### src/rtl/lsu_mem_if.sv
// Bundle of the execute-side request/response and the dcache request/response signals.
// The load/store unit uses the slave view; the execute stage and the dcache use the master view.
interface lsu_mem_if;
    logic        lsu_start;
    logic        lsu_store;
    logic [2:0]  lsu_funct3;
    logic [31:0] lsu_base;
    logic [11:0] lsu_offset;
    logic [31:0] lsu_storedata;
    logic [4:0]  lsu_rd;
    logic        lsu_busy;
    logic        lsu_done;
    logic [31:0] lsu_result;
    logic [4:0]  lsu_rd_out;
    logic        lsu_we;
    logic        lsu_fault;
    logic [31:0] dcache_addr;
    logic        dcache_rdreq;
    logic        dcache_wrreq;
    logic [31:0] dcache_datain;
    logic [1:0]  dcache_bytenum;
    logic [31:0] dcache_dataout;
    logic        dcache_valid;

    modport slave (
        input  lsu_start, lsu_store, lsu_funct3, lsu_base, lsu_offset,
               lsu_storedata, lsu_rd, dcache_dataout, dcache_valid,
        output lsu_busy, lsu_done, lsu_result, lsu_rd_out, lsu_we, lsu_fault,
               dcache_addr, dcache_rdreq, dcache_wrreq, dcache_datain, dcache_bytenum
    );

    modport master (
        output lsu_start, lsu_store, lsu_funct3, lsu_base, lsu_offset,
               lsu_storedata, lsu_rd, dcache_dataout, dcache_valid,
        input  lsu_busy, lsu_done, lsu_result, lsu_rd_out, lsu_we, lsu_fault,
               dcache_addr, dcache_rdreq, dcache_wrreq, dcache_datain, dcache_bytenum
    );
endinterface

### src/rtl/lsu_mem.sv
// Single-outstanding RV32I load/store unit in front of the data cache.
// All outputs are registered; the dcache request drops asynchronously on reset.
//
// state  | meaning
// IDLE   | waiting for lsu_start; request and timer idle
// REQ    | first request cycle, dcache_valid ignored (may be stale)
// WAIT   | request held until dcache_valid or time-out
// DONE   | one-cycle completion pulse, then back to IDLE
module lsu_mem #(
    parameter int unsigned TIMEOUT = 1024
) (
    input  logic     clk,
    input  logic     reset_n,
    lsu_mem_if.slave lsu_bus
);
    localparam logic [1:0] S_IDLE = 2'd0;
    localparam logic [1:0] S_REQ  = 2'd1;
    localparam logic [1:0] S_WAIT = 2'd2;
    localparam logic [1:0] S_DONE = 2'd3;

    localparam logic [15:0] TIMEOUT_CNT = 16'(TIMEOUT);

    logic [1:0]  r_state;
    logic        r_store;
    logic [2:0]  r_funct3;
    logic [4:0]  r_rd;
    logic [15:0] r_cnt;

    logic        r_busy;
    logic        r_done;
    logic [31:0] r_result;
    logic [4:0]  r_rd_out;
    logic        r_we;
    logic        r_fault;
    logic [31:0] r_addr;
    logic        r_rdreq;
    logic        r_wrreq;
    logic [31:0] r_datain;
    logic [1:0]  r_bytenum;

    logic        w_illegal;
    logic [31:0] w_eff_addr;
    logic [1:0]  w_bytenum;
    logic [31:0] w_ext;
    logic [15:0] w_cnt_inc;

    always_comb begin
        w_illegal = 1'b0;
        if (lsu_bus.lsu_store) begin
            w_illegal = (lsu_bus.lsu_funct3 > 3'd2);
        end else begin
            w_illegal = (lsu_bus.lsu_funct3 == 3'd3) || (lsu_bus.lsu_funct3 == 3'd6) ||
                        (lsu_bus.lsu_funct3 == 3'd7);
        end
    end

    assign w_eff_addr = lsu_bus.lsu_base + {{20{lsu_bus.lsu_offset[11]}}, lsu_bus.lsu_offset};

    // funct3[1:0] 0/1/2 maps to byte count minus one 0/1/3
    assign w_bytenum  = {lsu_bus.lsu_funct3[1], lsu_bus.lsu_funct3[1] | lsu_bus.lsu_funct3[0]};

    assign w_cnt_inc  = r_cnt + 16'd1;

    always_comb begin
        w_ext = lsu_bus.dcache_dataout;
        case (r_funct3)
            3'd0:    w_ext = {{24{lsu_bus.dcache_dataout[7]}}, lsu_bus.dcache_dataout[7:0]};
            3'd1:    w_ext = {{16{lsu_bus.dcache_dataout[15]}}, lsu_bus.dcache_dataout[15:0]};
            3'd4:    w_ext = {24'd0, lsu_bus.dcache_dataout[7:0]};
            3'd5:    w_ext = {16'd0, lsu_bus.dcache_dataout[15:0]};
            default: w_ext = lsu_bus.dcache_dataout;
        endcase
    end

    always_ff @(posedge clk or negedge reset_n) begin
        if (!reset_n) begin
            r_state   <= S_IDLE;
            r_store   <= 1'b0;
            r_funct3  <= 3'd0;
            r_rd      <= 5'd0;
            r_cnt     <= 16'd0;
            r_busy    <= 1'b0;
            r_done    <= 1'b0;
            r_result  <= 32'd0;
            r_rd_out  <= 5'd0;
            r_we      <= 1'b0;
            r_fault   <= 1'b0;
            r_addr    <= 32'd0;
            r_rdreq   <= 1'b0;
            r_wrreq   <= 1'b0;
            r_datain  <= 32'd0;
            r_bytenum <= 2'd0;
        end else begin
            r_done  <= 1'b0;
            r_we    <= 1'b0;
            r_fault <= 1'b0;
            case (r_state)
                S_IDLE: begin
                    if (lsu_bus.lsu_start) begin
                        r_store  <= lsu_bus.lsu_store;
                        r_funct3 <= lsu_bus.lsu_funct3;
                        r_rd     <= lsu_bus.lsu_rd;
                        r_datain <= lsu_bus.lsu_storedata;
                        r_addr   <= w_eff_addr;
                        r_busy   <= 1'b1;
                        if (w_illegal) begin
                            r_state  <= S_DONE;
                            r_done   <= 1'b1;
                            r_fault  <= 1'b1;
                            r_rd_out <= lsu_bus.lsu_rd;
                        end else begin
                            r_state   <= S_REQ;
                            r_rdreq   <= !lsu_bus.lsu_store;
                            r_wrreq   <= lsu_bus.lsu_store;
                            r_bytenum <= w_bytenum;
                        end
                    end
                end
                S_REQ: begin
                    r_state <= S_WAIT;
                end
                S_WAIT: begin
                    if (lsu_bus.dcache_valid) begin
                        r_state  <= S_DONE;
                        r_rdreq  <= 1'b0;
                        r_wrreq  <= 1'b0;
                        r_done   <= 1'b1;
                        r_rd_out <= r_rd;
                        r_we     <= !r_store && (r_rd != 5'd0);
                        if (!r_store) begin
                            r_result <= w_ext;
                        end
                    end else if (w_cnt_inc == TIMEOUT_CNT) begin
                        r_state  <= S_DONE;
                        r_rdreq  <= 1'b0;
                        r_wrreq  <= 1'b0;
                        r_done   <= 1'b1;
                        r_fault  <= 1'b1;
                        r_rd_out <= r_rd;
                        r_result <= 32'd0;
                    end else begin
                        r_cnt <= w_cnt_inc;
                    end
                end
                default: begin
                    r_state <= S_IDLE;
                    r_busy  <= 1'b0;
                    r_cnt   <= 16'd0;
                end
            endcase
        end
    end

    assign lsu_bus.lsu_busy       = r_busy;
    assign lsu_bus.lsu_done       = r_done;
    assign lsu_bus.lsu_result     = r_result;
    assign lsu_bus.lsu_rd_out     = r_rd_out;
    assign lsu_bus.lsu_we         = r_we;
    assign lsu_bus.lsu_fault      = r_fault;
    assign lsu_bus.dcache_addr    = r_addr;
    assign lsu_bus.dcache_rdreq   = r_rdreq;
    assign lsu_bus.dcache_wrreq   = r_wrreq;
    assign lsu_bus.dcache_datain  = r_datain;
    assign lsu_bus.dcache_bytenum = r_bytenum;
endmodule

### src/flat_wrapper.sv
// flat-port wrapper written by rule: the top's interface ports become plain ports
module lsu_mem_flat 
#(
    parameter int unsigned TIMEOUT = 1024
)
  (clk, reset_n, lsu_bus_lsu_start, lsu_bus_lsu_store, lsu_bus_lsu_funct3, lsu_bus_lsu_base, lsu_bus_lsu_offset, lsu_bus_lsu_storedata, lsu_bus_lsu_rd, lsu_bus_dcache_dataout, lsu_bus_dcache_valid, lsu_bus_lsu_busy, lsu_bus_lsu_done, lsu_bus_lsu_result, lsu_bus_lsu_rd_out, lsu_bus_lsu_we, lsu_bus_lsu_fault, lsu_bus_dcache_addr, lsu_bus_dcache_rdreq, lsu_bus_dcache_wrreq, lsu_bus_dcache_datain, lsu_bus_dcache_bytenum);
  lsu_mem_if lsu_bus_i ();
  input  logic clk;
  input  logic reset_n;
  input wire logic [$bits(lsu_bus_i.lsu_start)-1:0] lsu_bus_lsu_start;
  input wire logic [$bits(lsu_bus_i.lsu_store)-1:0] lsu_bus_lsu_store;
  input wire logic [$bits(lsu_bus_i.lsu_funct3)-1:0] lsu_bus_lsu_funct3;
  input wire logic [$bits(lsu_bus_i.lsu_base)-1:0] lsu_bus_lsu_base;
  input wire logic [$bits(lsu_bus_i.lsu_offset)-1:0] lsu_bus_lsu_offset;
  input wire logic [$bits(lsu_bus_i.lsu_storedata)-1:0] lsu_bus_lsu_storedata;
  input wire logic [$bits(lsu_bus_i.lsu_rd)-1:0] lsu_bus_lsu_rd;
  input wire logic [$bits(lsu_bus_i.dcache_dataout)-1:0] lsu_bus_dcache_dataout;
  input wire logic [$bits(lsu_bus_i.dcache_valid)-1:0] lsu_bus_dcache_valid;
  output wire logic [$bits(lsu_bus_i.lsu_busy)-1:0] lsu_bus_lsu_busy;
  output wire logic [$bits(lsu_bus_i.lsu_done)-1:0] lsu_bus_lsu_done;
  output wire logic [$bits(lsu_bus_i.lsu_result)-1:0] lsu_bus_lsu_result;
  output wire logic [$bits(lsu_bus_i.lsu_rd_out)-1:0] lsu_bus_lsu_rd_out;
  output wire logic [$bits(lsu_bus_i.lsu_we)-1:0] lsu_bus_lsu_we;
  output wire logic [$bits(lsu_bus_i.lsu_fault)-1:0] lsu_bus_lsu_fault;
  output wire logic [$bits(lsu_bus_i.dcache_addr)-1:0] lsu_bus_dcache_addr;
  output wire logic [$bits(lsu_bus_i.dcache_rdreq)-1:0] lsu_bus_dcache_rdreq;
  output wire logic [$bits(lsu_bus_i.dcache_wrreq)-1:0] lsu_bus_dcache_wrreq;
  output wire logic [$bits(lsu_bus_i.dcache_datain)-1:0] lsu_bus_dcache_datain;
  output wire logic [$bits(lsu_bus_i.dcache_bytenum)-1:0] lsu_bus_dcache_bytenum;
  assign lsu_bus_i.lsu_start = lsu_bus_lsu_start;
  assign lsu_bus_i.lsu_store = lsu_bus_lsu_store;
  assign lsu_bus_i.lsu_funct3 = lsu_bus_lsu_funct3;
  assign lsu_bus_i.lsu_base = lsu_bus_lsu_base;
  assign lsu_bus_i.lsu_offset = lsu_bus_lsu_offset;
  assign lsu_bus_i.lsu_storedata = lsu_bus_lsu_storedata;
  assign lsu_bus_i.lsu_rd = lsu_bus_lsu_rd;
  assign lsu_bus_i.dcache_dataout = lsu_bus_dcache_dataout;
  assign lsu_bus_i.dcache_valid = lsu_bus_dcache_valid;
  assign lsu_bus_lsu_busy = lsu_bus_i.lsu_busy;
  assign lsu_bus_lsu_done = lsu_bus_i.lsu_done;
  assign lsu_bus_lsu_result = lsu_bus_i.lsu_result;
  assign lsu_bus_lsu_rd_out = lsu_bus_i.lsu_rd_out;
  assign lsu_bus_lsu_we = lsu_bus_i.lsu_we;
  assign lsu_bus_lsu_fault = lsu_bus_i.lsu_fault;
  assign lsu_bus_dcache_addr = lsu_bus_i.dcache_addr;
  assign lsu_bus_dcache_rdreq = lsu_bus_i.dcache_rdreq;
  assign lsu_bus_dcache_wrreq = lsu_bus_i.dcache_wrreq;
  assign lsu_bus_dcache_datain = lsu_bus_i.dcache_datain;
  assign lsu_bus_dcache_bytenum = lsu_bus_i.dcache_bytenum;
  lsu_mem #(.TIMEOUT(TIMEOUT)) u_core (.clk(clk), .reset_n(reset_n), .lsu_bus(lsu_bus_i));
endmodule
### config.mk
export PLATFORM = sky130hd
export DESIGN_NAME = lsu_mem_flat
export DESIGN_NICKNAME = d
export VERILOG_FILES = /design/src/rtl/lsu_mem_if.sv /design/src/rtl/lsu_mem.sv /design/src/flat_wrapper.sv
export SDC_FILE = /design/constraint.sdc
export NUM_CORES = 1
export LEC_CHECK = 0
export ABC_AREA = 1
export ABC_CLOCK_PERIOD_IN_PS = 4400
export BUFFER_PORTS_ARGS = -buffer_cell sky130_fd_sc_hd__buf_2
export CAP_MARGIN = 25
export CORE_AREA = 2 2 185 96
export CTS_CLUSTER_DIAMETER = 60
export CTS_CLUSTER_SIZE = 20
export DETAILED_ROUTE_END_ITERATION = 8
export DIE_AREA = 0 0 187 98
export PLACE_DENSITY = 0.73
export SLEW_MARGIN = 20
export SYNTH_ARGS = -nofsm -noshare
export SYNTH_HDL_FRONTEND = slang
export SYNTH_SLANG_ARGS = --single-unit
### constraint.sdc
create_clock -name clk -period 4.4 [get_ports clk]
set_input_delay 0.44 -clock clk [delete_from_list [all_inputs] [get_ports clk]]
set_output_delay 0.44 -clock clk [all_outputs]
set_load 0.01 [all_outputs]
==> impl_metrics.csv, run 1 <==
group,metric,value,unit
drt,firstDrtPassIters,5,
global_route,grt-ovfl-total,0,
critical_path,crit_top_cell,"nand2_1",
clock_tree,path_clk_slew,0.07,ns
hold_path,hold_depth,3,
hold_path,whs_endpoint,"u_core.lsu_bus.dcache_datain[21]",
yosys,synth_top_area_frac,0.413,
finish,final_util,0.602,
clock_tree,clockRootBuffer,"clkbuf_16",
critical_path,r2r_cells,9,
yosys,synth-edff-count,0,
yosys,async_flop_share,1.00,
critical_path,path_cells,"inv_1, ha_1, nand2_1, nor2_1, inv_1, nand2_4, inv_4, nand2_1, nand2_1",
placed_design,dp_hpwl,18200,um
floorplanning,coreArea,16900,um2
critical_path,worstSetupPathType,"flop to flop",
critical_path,cp-end-kind,"flop",
yosys,syn_area,8250,um2
yosys,yosysMostFrequentCell,"nand2_1",
clock_tree,clk-insertion-delay-late,0.42,ns
global_route,grt_pass1_vias,7814,
timing,rsz0062_at_grt,"false",
timing,fin_crit_sh,0.711,
yosys,synth_ff_type,"dfrtp_1",
finish,drive_above_1_share,0.216,
yosys,ys_top_cells_by_count,"nand2_1, dfrtp_1, inv_1, nor2_1, a21oi_1",
floorplanning,dieWidth,187,um
critical_path,crit_slowest_cell,"nand2_1",
timing,hold_slack,0.213,ns
placed_design,gp_congestion,0.965,
power_and_ir_drop,clockPowerShare,0.242,
placed_design,place_ws,1.31,ns
timing,min_period,3.13,ns
finish,fin_cells,1622,
critical_path,start_kind,"flop",
power_and_ir_drop,power_frac_seq,0.364,
yosys,synth-seq-cells,136,
power_and_ir_drop,comb_power_share,0.394,
floorplanning,dieHeight,98,um
drt,wirelength,24300,um
clock_tree,cts-htree-levels,4,
finish,design_area,10200,um2
yosys,synth-seq-area-share,0.413,
placed_design,portBuffers,229,
drt,drc,0,
global_route,grt.total_usage,0.271,
power_and_ir_drop,intPower,3.31,mW
timing,finalSetupViolations,0,
power_and_ir_drop,power_density,559,nW/um2
clock_tree,clockBufferDepth,2,
power_and_ir_drop,p_total,5.68,mW
global_route,grt_antenna_before_repair,1,
placed_design,placed_area,9560,um2
floorplanning,initial_core_util,0.488,
timing,max-slew-margin-rel,0.405,
drt,wire_per_inst,15.0,um
yosys,synthTopCellsByArea,"dfrtp_1, nand2_1, ha_1",
flow_run,drv_cap,0,
hold_path,worstHoldStart,"lsu_bus_lsu_storedata[21]",
yosys,yosysWarnings,0,
power_and_ir_drop,leakage,5.57,nW
yosys,synthesis.nets,1315,
timing,worstMarginPinSlew,0.893,ns
timing,skew,0.0120,ns
timing,hold_viol_final,0,
hold_path,min_path_type,"primary input to flop",
power_and_ir_drop,swShare,0.417,
timing,slew_viol_final,0,
timing,maxClockFrequency,320,MHz
run_status,status,"complete, no violations",
clock_tree,post-cts-setup-buffers,0,
finish,syn_to_final_growth,23.2,%
global_route,grt_pass1_wl,39800,um
critical_path,reg2reg_to,"u_core.lsu_bus.lsu_result[15]",
floorplanning,design.die.area,18300,um2
global_route,grt_max_degree,107,
timing,setup_ws,1.27,ns
yosys,synthCells,1156,
critical_path,worst-endpoint-arrival,3.44,ns
clock_tree,cts_buffers,17,
critical_path,cp_max_fo,32,
drt,vias,8473,
clock_tree,cts_tree,"yes",
critical_path,crit_required,4.71,ns
yosys,synth_top_area_cell,"dfrtp_1",
critical_path,rrSetupSlack,1.27,ns
clock_tree,cts_hold_buffers,0,
floorplanning,io_pins,230,
power_and_ir_drop,p_sw,2.37,mW
clock_tree,cts_resized,0,
clock_tree,clock_sinks,136,
timing,final.setup.tns,0,ns
critical_path,slowest_delay,0.59,ns
finish,fin_nets,1533,
power_and_ir_drop,vdd_drop_max,0.000292,V
yosys,synth.avg_cell_area,7.13,um2
drt,ant_nets,0,
drt,drt_iter0_markers,716,
yosys,yosysUniqueCellTypes,44,
drt,viasPerCell,5.22,
placed_design,dp_cells,1587,
floorplanning,rows,34,
critical_path,rr_startpoint,"u_core.r_state[0]",
[sequential cells by signal (all words and copies together), names as in the netlist]
name,count
u_core.lsu_bus.lsu_fault,1
u_core.lsu_bus.dcache_rdreq,1
u_core.lsu_bus.dcache_wrreq,1
u_core.lsu_bus.lsu_done,1
u_core.r_funct3,3
u_core.r_cnt,16
u_core.lsu_bus.lsu_rd_out,5
u_core.lsu_bus.lsu_result,32
u_core.lsu_bus.lsu_we,1
u_core.r_state,2
u_core.r_rd,5
u_core.lsu_bus.dcache_addr,32
u_core.lsu_bus.dcache_datain,32
u_core.r_store,1
u_core.lsu_bus.dcache_bytenum,2
u_core.lsu_bus.lsu_busy,1
[worst max path at each step]
stage,cells past startpoint,end,startpoint,slack (ns)
detailed placement,9,u_core.lsu_bus.lsu_result[20],u_core.r_state[0],1.31
CTS,9,u_core.lsu_bus.lsu_result[21],u_core.r_state[0],1.30
global placement,9,u_core.lsu_bus.lsu_result[7],u_core.r_state[0],1.41
global route,9,u_core.lsu_bus.lsu_result[15],u_core.r_state[0],0.97
floorplan,9,u_core.lsu_bus.dcache_addr[14],lsu_bus_lsu_offset[0],2.29
finish,9,u_core.lsu_bus.lsu_result[15],u_core.r_state[0],1.27
[final cells by class]
| type | count | area [um2] |
|---|---|---|
| multi-input combinational | 889 | 4310 |
| fill | 1626 | 6730 |
| inverter | 94 | 355 |
| antenna | 1 | 2.50 |
| timing repair buffer | 236 | 1240 |
| clock inverter | 15 | 136 |
| tap | 234 | 293 |
| sequential | 136 | 3400 |
| clock buffer | 17 | 425 |
[placed cells by master (no fill, tap or decap), types with 2 or more instances in the layout]
cell type / instances
nand2_1: 464
o21bai_1: 4
nand3_2: 2
dfrtp_1: 136
inv_8: 5
clkbuf_16: 17
inv_6: 3
clkinvlp_4: 3
o21a_1: 3
buf_4: 4
buf_2: 228
nor3_1: 10
a31oi_1: 4
a21oi_1: 67
nor4_1: 3
nor2_1: 82
inv_1: 89
clkinv_4: 3
o21ai_1: 3
o21ai_0: 60
xor2_1: 4
nand2_2: 4
nand3_1: 64
nor2_2: 6
ha_1: 37
nor2_4: 4
inv_2: 3
nand3b_1: 5
or2_2: 7
xnor2_1: 8
nand4_1: 35
[worst max-delay path: cells and delay by family (launching register included)]
kind / cells / cell delay (ns)
fa+ha+maj: 1 / 0.53
buf+inv: 3 / 0.45
flops: 1 / 0.40
simple gates: 5 / 1.62
[logic make-up after synthesis]
family | Yosys count | synth area share
buffers and inverters | 131 | 0.0660
AO/OA/AOI/OAI | 147 | 0.0942
XOR/XNOR | 12 | 0.0127
flip-flops | 136 | 0.413
adder cells (fa/ha/maj) | 38 | 0.0586
AND/OR/NAND/NOR | 692 | 0.356
[power by group through the flow]
| stage | clock network, mW | registers [mW] | logic [mW] |
|---|---|---|---|
| 3_3_place_gp | 0 | 2.07 | 2.19 |
| 2_1_floorplan | 0 | 2.21 | 1.22 |
| 4_1_cts | 1.40 | 2.06 | 2.25 |
| 5_1_grt | 1.45 | 2.13 | 2.51 |
| 6_report | 1.37 | 2.07 | 2.24 |
| 3_5_place_dp | 0 | 2.07 | 2.24 |
[metal layers]
metal | global-route usage | wire length, um | up-vias
met5 | 0 | 0 | -
met4 | 0.0708 | 253 | 0
met2 | 0.384 | 9720 | 389
met1 | 0.412 | 12100 | 3877
li1 | - | - | 4184
met3 | 0.0669 | 2200 | 23
Note: power is estimated with default switching activity, not from simulation.
==> inputs of run 2 (changes only) <==
ABC_CLOCK_PERIOD_IN_PS = 2900   (was 4400)
clock period = 2.9 ns   (was 4.4 ns; I/O delays follow)
==> impl_metrics.csv, run 2 (same netlist as run 1, synthesis figures left out) <==
group,metric,value,unit
timing,maxClockFrequency,411,MHz
timing,rsz0062_at_grt,"false",
clock_tree,cts_buffers,17,
timing,setup_ws,0.465,ns
hold_path,min_path_type,"primary input to flop",
drt,wirelength,24700,um
timing,skew,0.00976,ns
run_status,status,"complete, no violations",
critical_path,worst-endpoint-arrival,2.80,ns
clock_tree,post-cts-setup-buffers,0,
global_route,grt_pass1_vias,7686,
placed_design,placed_area,9610,um2
timing,max-slew-margin-rel,0.396,
clock_tree,cts_tree,"yes",
floorplanning,design.die.area,18300,um2
timing,worstMarginPinSlew,0.905,ns
global_route,grt_antenna_before_repair,0,
global_route,grt_pass1_wl,39900,um
finish,syn_to_final_growth,23.4,%
drt,vias,8507,
clock_tree,clockRootBuffer,"clkbuf_16",
timing,hold_viol_final,0,
global_route,grt.total_usage,0.274,
power_and_ir_drop,p_total,8.66,mW
drt,viasPerCell,5.23,
finish,design_area,10200,um2
critical_path,cp_max_fo,18,
power_and_ir_drop,leakage,5.59,nW
critical_path,start_kind,"flop",
critical_path,crit_required,3.26,ns
finish,n_fill_cell,1640,
clock_tree,cts-htree-levels,4,
finish,drive_above_1_share,0.218,
floorplanning,rows,34,
clock_tree,clock_sinks,136,
timing,min_period,2.43,ns
drt,firstDrtPassIters,5,
floorplanning,io_pins,230,
timing,fin_crit_sh,0.839,
placed_design,gp_congestion,0.966,
floorplanning,initial_core_util,0.488,
clock_tree,clockBufferDepth,2,
floorplanning,dieHeight,98,um
timing,slew_viol_final,0,
clock_tree,clk-insertion-delay-late,0.43,ns
timing,finalSetupViolations,0,
power_and_ir_drop,power_density,851,nW/um2
global_route,grt-ovfl-total,0,
floorplanning,coreArea,16900,um2
finish,antenna_cells,0,
drt,ant_nets,0,
timing,final.setup.tns,0,ns
finish,final_common_cell,"nand2_1",
clock_tree,path_clk_slew,0.06,ns
drt,drc,0,
critical_path,worstSetupPathType,"flop to flop",
flow_run,drv_cap,0,
finish,final_util,0.603,
critical_path,cp-end-kind,"flop",
power_and_ir_drop,vdd_drop_max,0.000421,V
placed_design,portBuffers,229,
placed_design,place_ws,0.400,ns
floorplanning,dieWidth,187,um
drt,wire_per_inst,15.2,um
finish,fin_nets,1539,
finish,final_cell_mix,"nand2_1, buf_2, dfrtp_1",
drt,drt_iter0_markers,613,
global_route,grt_max_degree,89,
placed_design,dp_hpwl,18600,um
==> run 2: path summary, 6_finish.rpt <==
check | start | endpoint | slack (ns) | depth (start not counted)
worst max-delay path | u_core.r_cnt[0] | u_core.lsu_bus.lsu_result[13] | 0.47 | 14
worst min-delay path | lsu_bus_lsu_storedata[14] | u_core.lsu_bus.dcache_datain[14] | 0.06 | 3
worst max register to register | u_core.r_cnt[0] | u_core.lsu_bus.lsu_result[13] | 0.47 | 14
worst min register to register | u_core.lsu_bus.lsu_result[16] | u_core.lsu_bus.lsu_result[16] | 0.46 | 2
max in group asynchronous | reset_n | u_core.r_cnt[14] | 1.72 | 3
min in group asynchronous | reset_n | u_core.lsu_bus.dcache_addr[21] | 0.38 | 2
==> run 2: what timing repair did <==
action	in CTS	in global routing
endpoints found under the hold margin	59	0
resized for setup	0	0
hold buffers	1	0
==> run 2: layout make-up <==
cell class              instances  area [um2]  share of cell area
multi-input cells             889        4310               0.423
flip-flops and latches        136        3400               0.334
repair buffers                242        1260               0.124
clock buffers                  17         425              0.0418
inverters                      94         355              0.0349
well taps                     234         293              0.0288
clock inverters                14         128              0.0125
==> run 2: through the flow <==
step	cells	hold slack, ns
after floorplan	1156	-0.00559
after global placement	1594	0.321
after detailed placement	1594	0.316
after CTS	1626	0.0480
after global routing	1626	0.0607
final	1626	0.0592
==> run 2: power by group <==
group	internal [mW]	switching [mW]	leakage, nW	total [mW]
clock	1.18	0.887	0.267	2.07
combinational	1.28	2.23	3.59	3.50
sequential	2.64	0.442	1.73	3.09
total	5.10	3.56	5.59	8.66
==> run 2: worst max-delay path, cell delays in order (launching register included) <==
cell     delay (ns)
dfrtp_1        0.47
ha_1           0.31
nand3_2        0.15
inv_1          0.14
nand3_1        0.08
nand2_1        0.09
nand3_1        0.16
inv_2          0.08
nand2_1        0.08
nor2_2         0.11
nand3_2        0.10
nand2_4        0.16
buf_4          0.25
nand3_1        0.11
nand2_1        0.07
==> run 2: per-layer routing <==
| metal | global-route usage | share of wire |
|---|---|---|
| met5 | 0 | 0 |
| met4 | 0.0543 | 0.0091 |
| met3 | 0.0568 | 0.099 |
| met2 | 0.383 | 0.40 |
| met1 | 0.432 | 0.49 |
